### src/rtl/fir_frame_buffer_pkg.sv
// Shared constants and sample type for the FIR -> frame buffer -> FFT chain.
package fir_frame_buffer_pkg;

  // Sample width; signed Q8.8 two's complement.
  localparam int DATA_W    = 16;
  // Samples per frame; must be a power of two so the index counters wrap naturally.
  localparam int FRAME_LEN = 16;
  // log2(FRAME_LEN).
  localparam int IDX_W     = 4;

  // Q8.8 sample as exchanged between the FIR and FFT stages.
  typedef logic signed [DATA_W-1:0] sample_t;

endpackage

### src/rtl/fir_frame_buffer_frame_bank.sv
// One frame of storage: FRAME_LEN x DATA_W register array with a single
// write port and an asynchronous read port. Contents are never reset.
module fir_frame_buffer_frame_bank
  import fir_frame_buffer_pkg::*;
(
  input  logic             clk,
  input  logic             we,
  input  logic [IDX_W-1:0] waddr,
  input  sample_t          wdata,
  input  logic [IDX_W-1:0] raddr,
  output sample_t          rdata
);

  sample_t mem [FRAME_LEN];

  // Store one sample per enabled write.
  always_ff @(posedge clk) begin
    if (we) begin
      mem[waddr] <= wdata;
    end
  end

  // Combinational read so the replayed sample follows the read counter directly.
  assign rdata = mem[raddr];

endmodule

### src/rtl/fir_frame_buffer.sv
// Ping-pong frame buffer: collects FIR samples into two alternating banks and
// replays each completed frame to the FFT with a valid/ready handshake.
module fir_frame_buffer
  import fir_frame_buffer_pkg::*;
(
  input  logic              clk,
  input  logic              rst,
  input  logic              fir_valid,
  input  logic [DATA_W-1:0] fir_d,
  output logic              frm_valid,
  input  logic              frm_ready,
  output logic [DATA_W-1:0] frm_d,
  output logic [IDX_W-1:0]  frm_idx,
  output logic              frm_last,
  output logic              overflow
);

  localparam logic [IDX_W-1:0] LAST_IDX = IDX_W'(FRAME_LEN - 1);

  logic             wr_bank_reg;
  logic             rd_bank_reg;
  logic [IDX_W-1:0] wr_cnt_reg;
  logic [IDX_W-1:0] rd_cnt_reg;
  logic [1:0]       full_reg;
  logic [1:0]       full_next;
  logic             overflow_reg;

  logic    wr_accept;
  logic    wr_drop;
  logic    wr_done;
  logic    rd_xfer;
  logic    rd_done;
  sample_t bank_rdata [2];

  // Write side decisions use the pre-edge full bit of the target bank, so a
  // bank being released this cycle still rejects an incoming sample.
  assign wr_accept = fir_valid && !full_reg[wr_bank_reg];
  assign wr_drop   = fir_valid &&  full_reg[wr_bank_reg];
  assign wr_done   = wr_accept && (wr_cnt_reg == LAST_IDX);

  // Read side: a bank is presented as soon as it is full.
  assign frm_valid = full_reg[rd_bank_reg];
  assign rd_xfer   = frm_valid && frm_ready;
  assign rd_done   = rd_xfer && (rd_cnt_reg == LAST_IDX);

  // Outputs are forced to zero while nothing is being presented.
  assign frm_d    = frm_valid ? bank_rdata[rd_bank_reg] : '0;
  assign frm_idx  = frm_valid ? rd_cnt_reg : '0;
  assign frm_last = frm_valid && (rd_cnt_reg == LAST_IDX);
  assign overflow = overflow_reg;

  // Per-bank storage and full-bit update. A write can only complete an empty
  // bank and a read can only release a full one, so both never hit one bank.
  genvar gi;
  generate
    for (gi = 0; gi < 2; gi++) begin : g_bank
      logic bank_we;

      assign bank_we = wr_accept && (wr_bank_reg == 1'(gi));

      assign full_next[gi] =
          (wr_done && (wr_bank_reg == 1'(gi))) ? 1'b1 :
          (rd_done && (rd_bank_reg == 1'(gi))) ? 1'b0 :
          full_reg[gi];

      fir_frame_buffer_frame_bank u_frame_bank (
        .clk   (clk),
        .we    (bank_we),
        .waddr (wr_cnt_reg),
        .wdata (sample_t'(fir_d)),
        .raddr (rd_cnt_reg),
        .rdata (bank_rdata[gi])
      );
    end
  endgenerate

  // Write pointer: advance per accepted sample, switch banks on frame completion.
  always_ff @(posedge clk) begin
    if (rst) begin
      wr_cnt_reg  <= '0;
      wr_bank_reg <= 1'b0;
    end else if (wr_accept) begin
      wr_cnt_reg <= wr_cnt_reg + IDX_W'(1);
      if (wr_done) begin
        wr_bank_reg <= ~wr_bank_reg;
      end
    end
  end

  // Read pointer: advance per transfer, switch banks after the last sample.
  always_ff @(posedge clk) begin
    if (rst) begin
      rd_cnt_reg  <= '0;
      rd_bank_reg <= 1'b0;
    end else if (rd_xfer) begin
      rd_cnt_reg <= rd_cnt_reg + IDX_W'(1);
      if (rd_done) begin
        rd_bank_reg <= ~rd_bank_reg;
      end
    end
  end

  // Bank occupancy and sticky overflow flag.
  always_ff @(posedge clk) begin
    if (rst) begin
      full_reg     <= '0;
      overflow_reg <= 1'b0;
    end else begin
      full_reg <= full_next;
      if (wr_drop) begin
        overflow_reg <= 1'b1;
      end
    end
  end

endmodule

### config.mk
export PLATFORM = sky130hd
export DESIGN_NAME = fir_frame_buffer
export DESIGN_NICKNAME = d
export VERILOG_FILES = /design/src/rtl/fir_frame_buffer_pkg.sv /design/src/rtl/fir_frame_buffer_frame_bank.sv /design/src/rtl/fir_frame_buffer.sv
export SDC_FILE = /design/constraint.sdc
export NUM_CORES = 1
export LEC_CHECK = 0
export CAP_MARGIN = 15
export CORE_ASPECT_RATIO = 2
export CORE_MARGIN = 1
export CORE_UTILIZATION = 40
export CTS_CLUSTER_SIZE = 24
export DETAILED_ROUTE_END_ITERATION = 8
export MAX_ROUTING_LAYER = met4
export PLACE_DENSITY = 0.56
export SYNTH_ARGS = -nofsm -noshare
export SYNTH_HDL_FRONTEND = slang
export SYNTH_SLANG_ARGS = --single-unit
### constraint.sdc
create_clock -name clk -period 3.1 [get_ports clk]
set_clock_uncertainty 0.2 [all_clocks]
set_input_delay 0.775 -clock clk [delete_from_list [all_inputs] [get_ports clk]]
set_output_delay 0.775 -clock clk [all_outputs]
set_load 0.01 [all_outputs]
; After elaboration in Yosys (flattened, before gate mapping)
; Memories as Yosys holds them, arrays and structs flattened. A register that Yosys moved wholly into a read port is not among the register bits.
; Cells that the tools add are included.
[word_totals]
reg_bits = 13
ram_bits = 512
inputBits = 20
output_inout_bits = 23
word_cells = 57
memories = 2
[classes]
n_addsub = 2
n_lt_le_gt_ge = 3
n_eq_ne = 2
muxes = 21
n_bitwise = 3
n_reduce_logical = 17
[memory_table]
columns = memory, depth, word_bits, read_ports, rd_clocked_by_memory_dff, wr, line_no
row1 = g_bank[0].u_frame_bank.mem, 16, 16, 1, 1, 1, fir_frame_buffer_frame_bank.sv:14  ; sample_t mem [FRAME_LEN];
row2 = g_bank[1].u_frame_bank.mem, 16, 16, 1, 1, 1, fir_frame_buffer_frame_bank.sv:14
[op_table]
columns = cell, count
row1 = two-way mux 16 bit, 4
row2 = two-way mux 4 bit, 5
row3 = logical AND 1 bit, 12
row4 = two-way mux 1 bit, 12
row5 = "adder 4 x 1 -> 4 bit, second input constant", 2
row6 = "== test 4 bit, second input constant", 2
row7 = "less-than comparator 1 x 2 -> 1 bit, second input constant", 2
row8 = AND reduction 2 bit, 2
row9 = nonzero test 2 bit, 2
row10 = ">= comparator 2 bit, second input constant", 1
row11 = inverter 1 bit, 2
row12 = inverter 1 -> 2 bit, 1
row13 = zero test 1 bit, 1

; Longest topological paths before layout
; Gate-level depths: netlist of run 1.
[logic_depth]
depth_word = 7
depth_mapped = 7
mapped_depth_nobuf = 5

; Modules after synthesis
; From an unflattened synthesis of run 1, not the netlist that was laid out.
[unflattened]
cells_unflattened = 948
hier_area_um2 = 20337.0
[modules_own_cells]
columns = mod, n_inst, cells_each, area_per_inst_um2, seq_area_each_um2
row1 = fir_frame_buffer_frame_bank, 2, 416, 9723.1, 7687.4
row2 = fir_frame_buffer, 1, 116, 890.9, 260.2

; Worst setup path after synthesis of run 1
; OpenSTA, ideal clock, no wires.
[synth_path]
kind = input -> register
from = input port fir_valid
to = memory g_bank[1].u_frame_bank.mem[15][0] in the netlist's numbering (enable)
setup_time_ns = 0.440
t_arrival_ns = 2.689
required_ns = 2.460
slack_ns = -0.229
cell_stages = 2
path_buffers = 0
cell_sequence = nand2_1 -> nor4b_1
[synth_between]
elab_chain_len = 4
[synth_rtl]
columns = element, line_no
row1 = "start, declared", fir_frame_buffer.sv:8  ; input logic fir_valid,
row2 = logical AND 1 bit, fir_frame_buffer.sv:37  ; assign wr_accept = fir_valid && !full_reg[wr_bank_reg];
row3 = logical AND 1 bit, fir_frame_buffer.sv:59  ; assign bank_we = wr_accept && (wr_bank_reg == 1'(gi));
row4 = two-way mux 1 bit, fir_frame_buffer_frame_bank.sv:18  ; if (we) begin
row5 = two-way mux 1 bit (not written as such), fir_frame_buffer_frame_bank.sv:19  ; mem[waddr] <= wdata;
row6 = "end, declared", fir_frame_buffer_frame_bank.sv:14
; Every way passes these cells.

==> results.json, run 1 <==
{
  "status": "finished, violations left",
  "violations": "negative setup slack",
  "cp.depth": 8,
  "path_delay_family": "multiplexers",
  "maxCapViolCount": 0,
  "synth-xor-area-share_pct": 0.211,
  "std_cell_rows": 117,
  "crit_top_cell": "buf_12",
  "syn_inst": 955,
  "post-route-util_pct": 49.7,
  "via_count": 10229,
  "syn-cell-area_um2": 20800,
  "muxShareOfSynthArea_pct": 16.1,
  "p_comb_share_pct": 2.2,
  "largest_register_ffs": 512,
  "drt_iter0_drc": 894,
  "critPathMaxFanout": 8,
  "drive_gt1_share_pct": 35.0,
  "worst_pin_slew_ns": 1.08,
  "gp_congestion": 0.811,
  "dp_hpwl_mm": 32.4,
  "antenna_left": 0,
  "fin_setup_tns_ns": -6.82,
  "fillCellCount": 4085,
  "start_kind": "flip-flop",
  "path_class": "reg2out",
  "setup_slack_ns": -0.492,
  "multi_input_area_um2": 4820,
  "io_buffers": 42,
  "setup_viol": 18,
  "switching_share_pct": 19.7,
  "cts_buffer_depth": 3,
  "grt_pass1_wl_mm": 74.3,
  "seq_area_um2": 15700,
  "clock_power_share_pct": 40.6,
  "wire_per_inst_um": 27.7,
  "synth_fa_ha_area_share_pct": 0.301,
  "final_hold_viol_count": 0,
  "cts_tree": "built",
  "max-vdd-ir-drop_mv": 0.410,
  "die_h_um": 324,
  "drc_errors": 0,
  "relSlewSlack_pct": 27.8,
  "r2r-end": "g_bank[0].u_frame_bank.mem[15][8]$_DFFE_PP_",
  "power.switching_w": 0.00272,
  "start_util_pct": 40.7,
  "cts_sinks": 529,
  "gr-usage-all-layers_pct": 20.7,
  "clock_latency_ns": 0.57,
  "cts_made_buffers": 45,
  "syn_area_per_cell_um2": 21.8,
  "reg2reg_depth": 4,
  "worstReg2RegStart": "wr_cnt_reg[2]$_SDFFE_PP0N_",
  "rsz0062_at_grt": "true",
  "p_int_w": 0.0111,
  "top_level_ports": 43,
  "synth-warning-count": 0,
  "synth.distinct_cells": 45,
  "crit_chain": "buf_12, buf_12, buf_6, mux4_2, mux2i_4, a221o_1, a31oi_2, buf_2",
  "leakage_nw": 8.05,
  "fin_area_um2": 25400,
  "end_kind": "output pin",
  "cpPeakStageDelay_ns": 0.52,
  "cts-root-buf": "clkbuf_16",
  "ff2ff_setup_slack_ns": 0.88,
  "fin_nets": 1206,
  "dr.pass1.iters": 5,
  "postPlaceCellArea_um2": 23300,
  "cts.clk_slew.worst_paths_ns": 0.07,
  "wirelength_mm": 51.7,
  "worstHoldPathCells": 2,
  "synth_seq_area_share_pct": 75.6,
  "seq_power_share_pct": 57.2,
  "worstHoldStart": "overflow$_SDFFE_PP0P_",
  "max_freq_ghz": 0.278,
  "first_global_vias": 10876,
  "antenna_found_initial": 1,
  "pwr_density_cell_nw_per_um2": 543,
  "syn_nets": 980,
  "dp_slack_ns": -0.433,
  "synthSimpleGateAreaFrac_pct": 1.99,
  "die_w_um": 163,
  "htreeDepth": 2,
  "coreArea_um2": 51100,
  "synth_compound_gate_area_share_pct": 3.14,
  "cp_num_buf_inv": 4,
  "drv_slew": 0,
  "viasPerCell": 5.47,
  "cp.required_ns": 2.12,
  "ys_seq_elements": 529,
  "hold_class": "reg2reg",
  "worstPathArrival_ns": 2.62,
  "grt_max_degree": 33,
  "period_minus_slack_ns": 3.59,
  "crit_end": "frm_d[1]",
  "grt_overflow": 0,
  "crit_slowest_cell": "mux4_2",
  "area_growth_syn_to_layout_pct": 22.2,
  "finalCritPeriodShare_pct": 116,
  "die_area_um2": 52900,
  "synth_top_family_by_area": "multiplexers"
}
kinds of logic after synthesis:
group,count (synthesis)
buf+inv,59
flops,529
compound gates,89
fa+ha+maj,5
xor+xnor,5
simple gates,90
mux,178
layer usage:
layer / vias to the layer above / track usage [%] / share of wire, %
li1: 4470 / - / -
met1: 5445 / 22.8 / 37
met2: 230 / 37.0 / 56
met3: 84 / 2.41 / 3.6
met4: 0 / 9.06 / 3.7
met5: - / - / 0
cells in the final DEF (no fill, tap or decap), types with 6 or more instances in the layout:
cell             count
buf_16               6
a221oi_1             6
buf_2               15
mux4_2              93
mux4_1              19
o21ai_1              8
a31oi_1              8
clkinv_1            11
dfxtp_1             13
nor2_2               6
clkdlybuf4s50_1     26
buf_4              112
edfxtp_1           512
buf_6               23
clkbuf_16           45
mux2i_4             12
a221o_1             16
a31oi_2              6
nor2_1              38
mux2i_1             48
a22oi_2             12
clkbuf_1            11
a21oi_1              7
nand2_1             21
buf_12              48
clkinv_2             6
cell usage after synthesis (all sizes together):
library cell	instances	area [µm²]
o31ai	1	7.51
o21ai	16	80.1
or2	1	6.26
mux4	112	2690
nand4	1	6.26
buf	30	299
dfxtp	17	340
clkbuf	22	214
nor4b	1	8.76
mux2i	65	651
nand2	21	78.8
clkdlybuf4s50	1	11.3
a41oi	1	8.76
nor2	44	165
a31oi	16	100
and2	6	38.8
nor3b	1	12.5
xnor2	1	8.76
and3	2	12.5
or4	1	7.51
or3	2	12.5
a22oi	16	120
inv	6	22.5
mux2	1	11.3
and3b	1	8.76
and2b	2	17.5
edfxtp	512	15400
ha	5	62.6
a221oi	12	105
o2111ai	4	35.0
xor2	4	35.0
a21oi	7	35.0
a221o	16	160
nor2b	1	6.26
nand2b	2	12.5
nand3	4	20.0
final cells by class:
| class | instances | area share (%) |
|---|---|---|
| Sequential cell | 529 | 61.9 |
| Multi-Input combinational cell | 367 | 19.0 |
| Antenna cell | 1 | 0.00985 |
| Timing Repair Buffer | 231 | 10.1 |
| Timing Repair inverter | 1 | 0.0296 |
| Clock inverter | 25 | 0.970 |
| Tap cell | 654 | 3.22 |
| Inverter | 6 | 0.103 |
| Clock buffer | 56 | 4.60 |
tightest hold or removal path: stages, from the launching register on:
cell	delay (ns)
dfxtp_1	0.33
a21oi_1	0.04
nor2_1	0.07
power by group through the flow:
stage / logic [W] / registers, W / clock network (W)
after global placement: 0.000294 / 0.00804 / 0
after floorplan: 0.0000616 / 0.00804 / 0
after global routing: 0.000320 / 0.00788 / 0.00594
final: 0.000300 / 0.00788 / 0.00560
after detailed placement: 0.000303 / 0.00804 / 0
after CTS: 0.000304 / 0.00788 / 0.00571
worst min-delay path by stage:
stage / end / slack (ns)
floorplan: wr_cnt_reg[1]$_SDFFE_PP0N_ / 0.27
global placement: overflow$_SDFFE_PP0P_ / 0.26
detailed placement: overflow$_SDFFE_PP0P_ / 0.26
CTS: overflow$_SDFFE_PP0P_ / 0.28
global route: overflow$_SDFFE_PP0P_ / 0.32
finish: overflow$_SDFFE_PP0P_ / 0.27
per-stage QoR:
step	hold WS [ns]	instances	total power (W)
5_1_grt	0.320	1870	0.0141
4_1_cts	0.281	1866	0.0139
6_report	0.271	1870	0.0138
2_1_floorplan	0.271	955	0.00810
3_3_place_gp	0.264	1757	0.00833
3_5_place_dp	0.263	1757	0.00834
repair_timing:
item / CTS / global route
hold buffers: 0 / 0
resized for setup: 153 / 56
endpoints found under the setup margin: 22 / 22
pin swaps: 22 / 15
setup buffers: 26 / 9
gates cloned: 7 / 0
Power figures use the tool's default switching activity.
==> inputs of run 2 (changes only) <==
Clock period 3.1 ns to 3.2 ns, I/O delays scaled along.
==> results.json, run 2 (same netlist as run 1, synthesis figures left out) <==
{
  "top_level_ports": 43,
  "finalCritPeriodShare_pct": 114,
  "start_kind": "flip-flop",
  "wirelength_mm": 51.0,
  "dp_hpwl_mm": 32.3,
  "die_w_um": 163,
  "hold_ws_ns": 0.307,
  "violations": "negative setup slack",
  "critPathMaxFanout": 8,
  "first_global_vias": 10826,
  "die_area_um2": 52900,
  "final_cell_mix": "512 x edfxtp_1, 128 x buf_4, 89 x mux4_2, 55 x mux2i_1, 50 x buf_12",
  "drive_gt1_share_pct": 34.5,
  "diodes": 0,
  "drc_errors": 0,
  "hold_class": "reg2reg",
  "final_common_cell": "edfxtp_1",
  "antenna_left": 0,
  "cts-root-buf": "clkbuf_16",
  "crit_slowest_cell": "mux4_2",
  "wl_met2_mm": 28.2,
  "crit_chain": "buf_12, buf_6, mux4_2, mux2i_1, buf_4, a221o_1, a31oi_1, buf_2",
  "postPlaceCellArea_um2": 23200,
  "status": "finished, violations left",
  "hold_buffers": 0,
  "final_hold_viol_count": 0,
  "max-vdd-ir-drop_mv": 0.321,
  "seq_area_um2": 15700,
  "wire_per_inst_um": 27.2,
  "cts_tree": "built",
  "fin_area_um2": 25300,
  "path_class": "reg2out",
  "coreArea_um2": 51100,
  "cts_made_buffers": 46,
  "grt_max_degree": 33,
  "wl_met3_mm": 2.10,
  "largest_register_ffs": 512,
  "top_layer_used": "met4",
  "clock_latency_ns": 0.57,
  "cts.clk_slew.worst_paths_ns": 0.06,
  "std_cell_rows": 117,
  "gr-usage-all-layers_pct": 20.4,
  "wirelength_met1_mm": 18.8,
  "end_kind": "output pin",
  "io_buffers": 42,
  "via_count": 10260,
  "cpPeakStageDelay_ns": 0.50,
  "worst_pin_slew_ns": 1.09,
  "max_freq_ghz": 0.275,
  "fin_setup_tns_ns": -5.74,
  "multi_input_area_um2": 4670,
  "cts_sinks": 529,
  "fin_nets": 1211,
  "period_minus_slack_ns": 3.64,
  "grt_overflow": 0,
  "start_util_pct": 40.7,
  "cts_buffer_depth": 3,
  "pwr_density_cell_nw_per_um2": 538,
  "cp_num_buf_inv": 4,
  "dr.pass1.iters": 5,
  "grt_pass1_wl_mm": 74.0,
  "drv_slew": 0,
  "worstPathArrival_ns": 2.64,
  "htreeDepth": 2,
  "maxCapViolCount": 0,
  "viasPerCell": 5.47,
  "fillCellCount": 4076,
  "path_delay_family": "multiplexers",
  "leakage_nw": 8.11,
  "drt_iter0_drc": 758,
  "antenna_found_initial": 0,
  "setup_slack_ns": -0.436,
  "setup_viol": 16,
  "die_h_um": 324,
  "rsz0062_at_grt": "true",
  "gp_congestion": 0.814,
  "cp.required_ns": 2.20,
  "area_growth_syn_to_layout_pct": 21.5,
  "relSlewSlack_pct": 27.3,
  "ff2ff_setup_slack_ns": 0.96
}
run 2: through the flow:
step	utilization [%]	cells	setup WS [ns]	total power [W]
finish	49.4	1876	-0.436	0.0136
global route	49.4	1876	-0.505	0.0140
detailed placement	45.4	1746	-0.244	0.00807
floorplan	-	955	0.610	0.00785
CTS	49.3	1866	-0.546	0.0137
global placement	45.4	1746	-0.235	0.00806
run 2: timing repair:
| item | in CTS | in global routing |
|---|---|---|
| gates cloned | 3 | 0 |
| resized for setup | 127 | 31 |
| setup buffers | 36 | 13 |
| pin swaps | 13 | 13 |
| endpoints found under the setup margin | 22 | 22 |
run 2: metal layers:
layer | track usage (%) | vias to the layer above
met5 | - | -
met1 | 23.1 | 5423
met2 | 36.2 | 275
met4 | 8.51 | 0
li1 | - | 4479
met3 | 2.39 | 83
run 2: path summary, 6_finish.rpt:
check | from | to | depth (start not counted)
setup / recovery | flip-flop | frm_d[6] | 8
hold / removal | overflow$_SDFFE_PP0P_ | overflow$_SDFFE_PP0P_ | 2
setup reg to reg | wr_cnt_reg[2]$_SDFFE_PP0N_ | g_bank[0].u_frame_bank.mem[15][0]$_DFFE_PP_ | 4
hold reg to reg | overflow$_SDFFE_PP0P_ | overflow$_SDFFE_PP0P_ | 2
run 2: tightest hold or removal path, cell delays in order (launching register included):
cell and delay [ns]:
dfxtp_1 0.34, a21oi_1 0.05, nor2_1 0.08
run 2: layout make-up:
type / count / share of cell area, %
repair buffers: 236 / 9.91
clock inverters: 30 / 1.23
flip-flops and latches: 529 / 62.3
well taps: 654 / 3.24
multi-input cells: 367 / 18.5
inverters: 6 / 0.104
clock buffers: 54 / 4.76
run 2: power breakdown:
part / internal (W) / switching (W) / total (W)
registers: 0.00762 / 0.0000107 / 0.00763
clock network: 0.00319 / 0.00249 / 0.00567
logic: 0.0000847 / 0.000198 / 0.000283
total: 0.0109 / 0.00270 / 0.0136
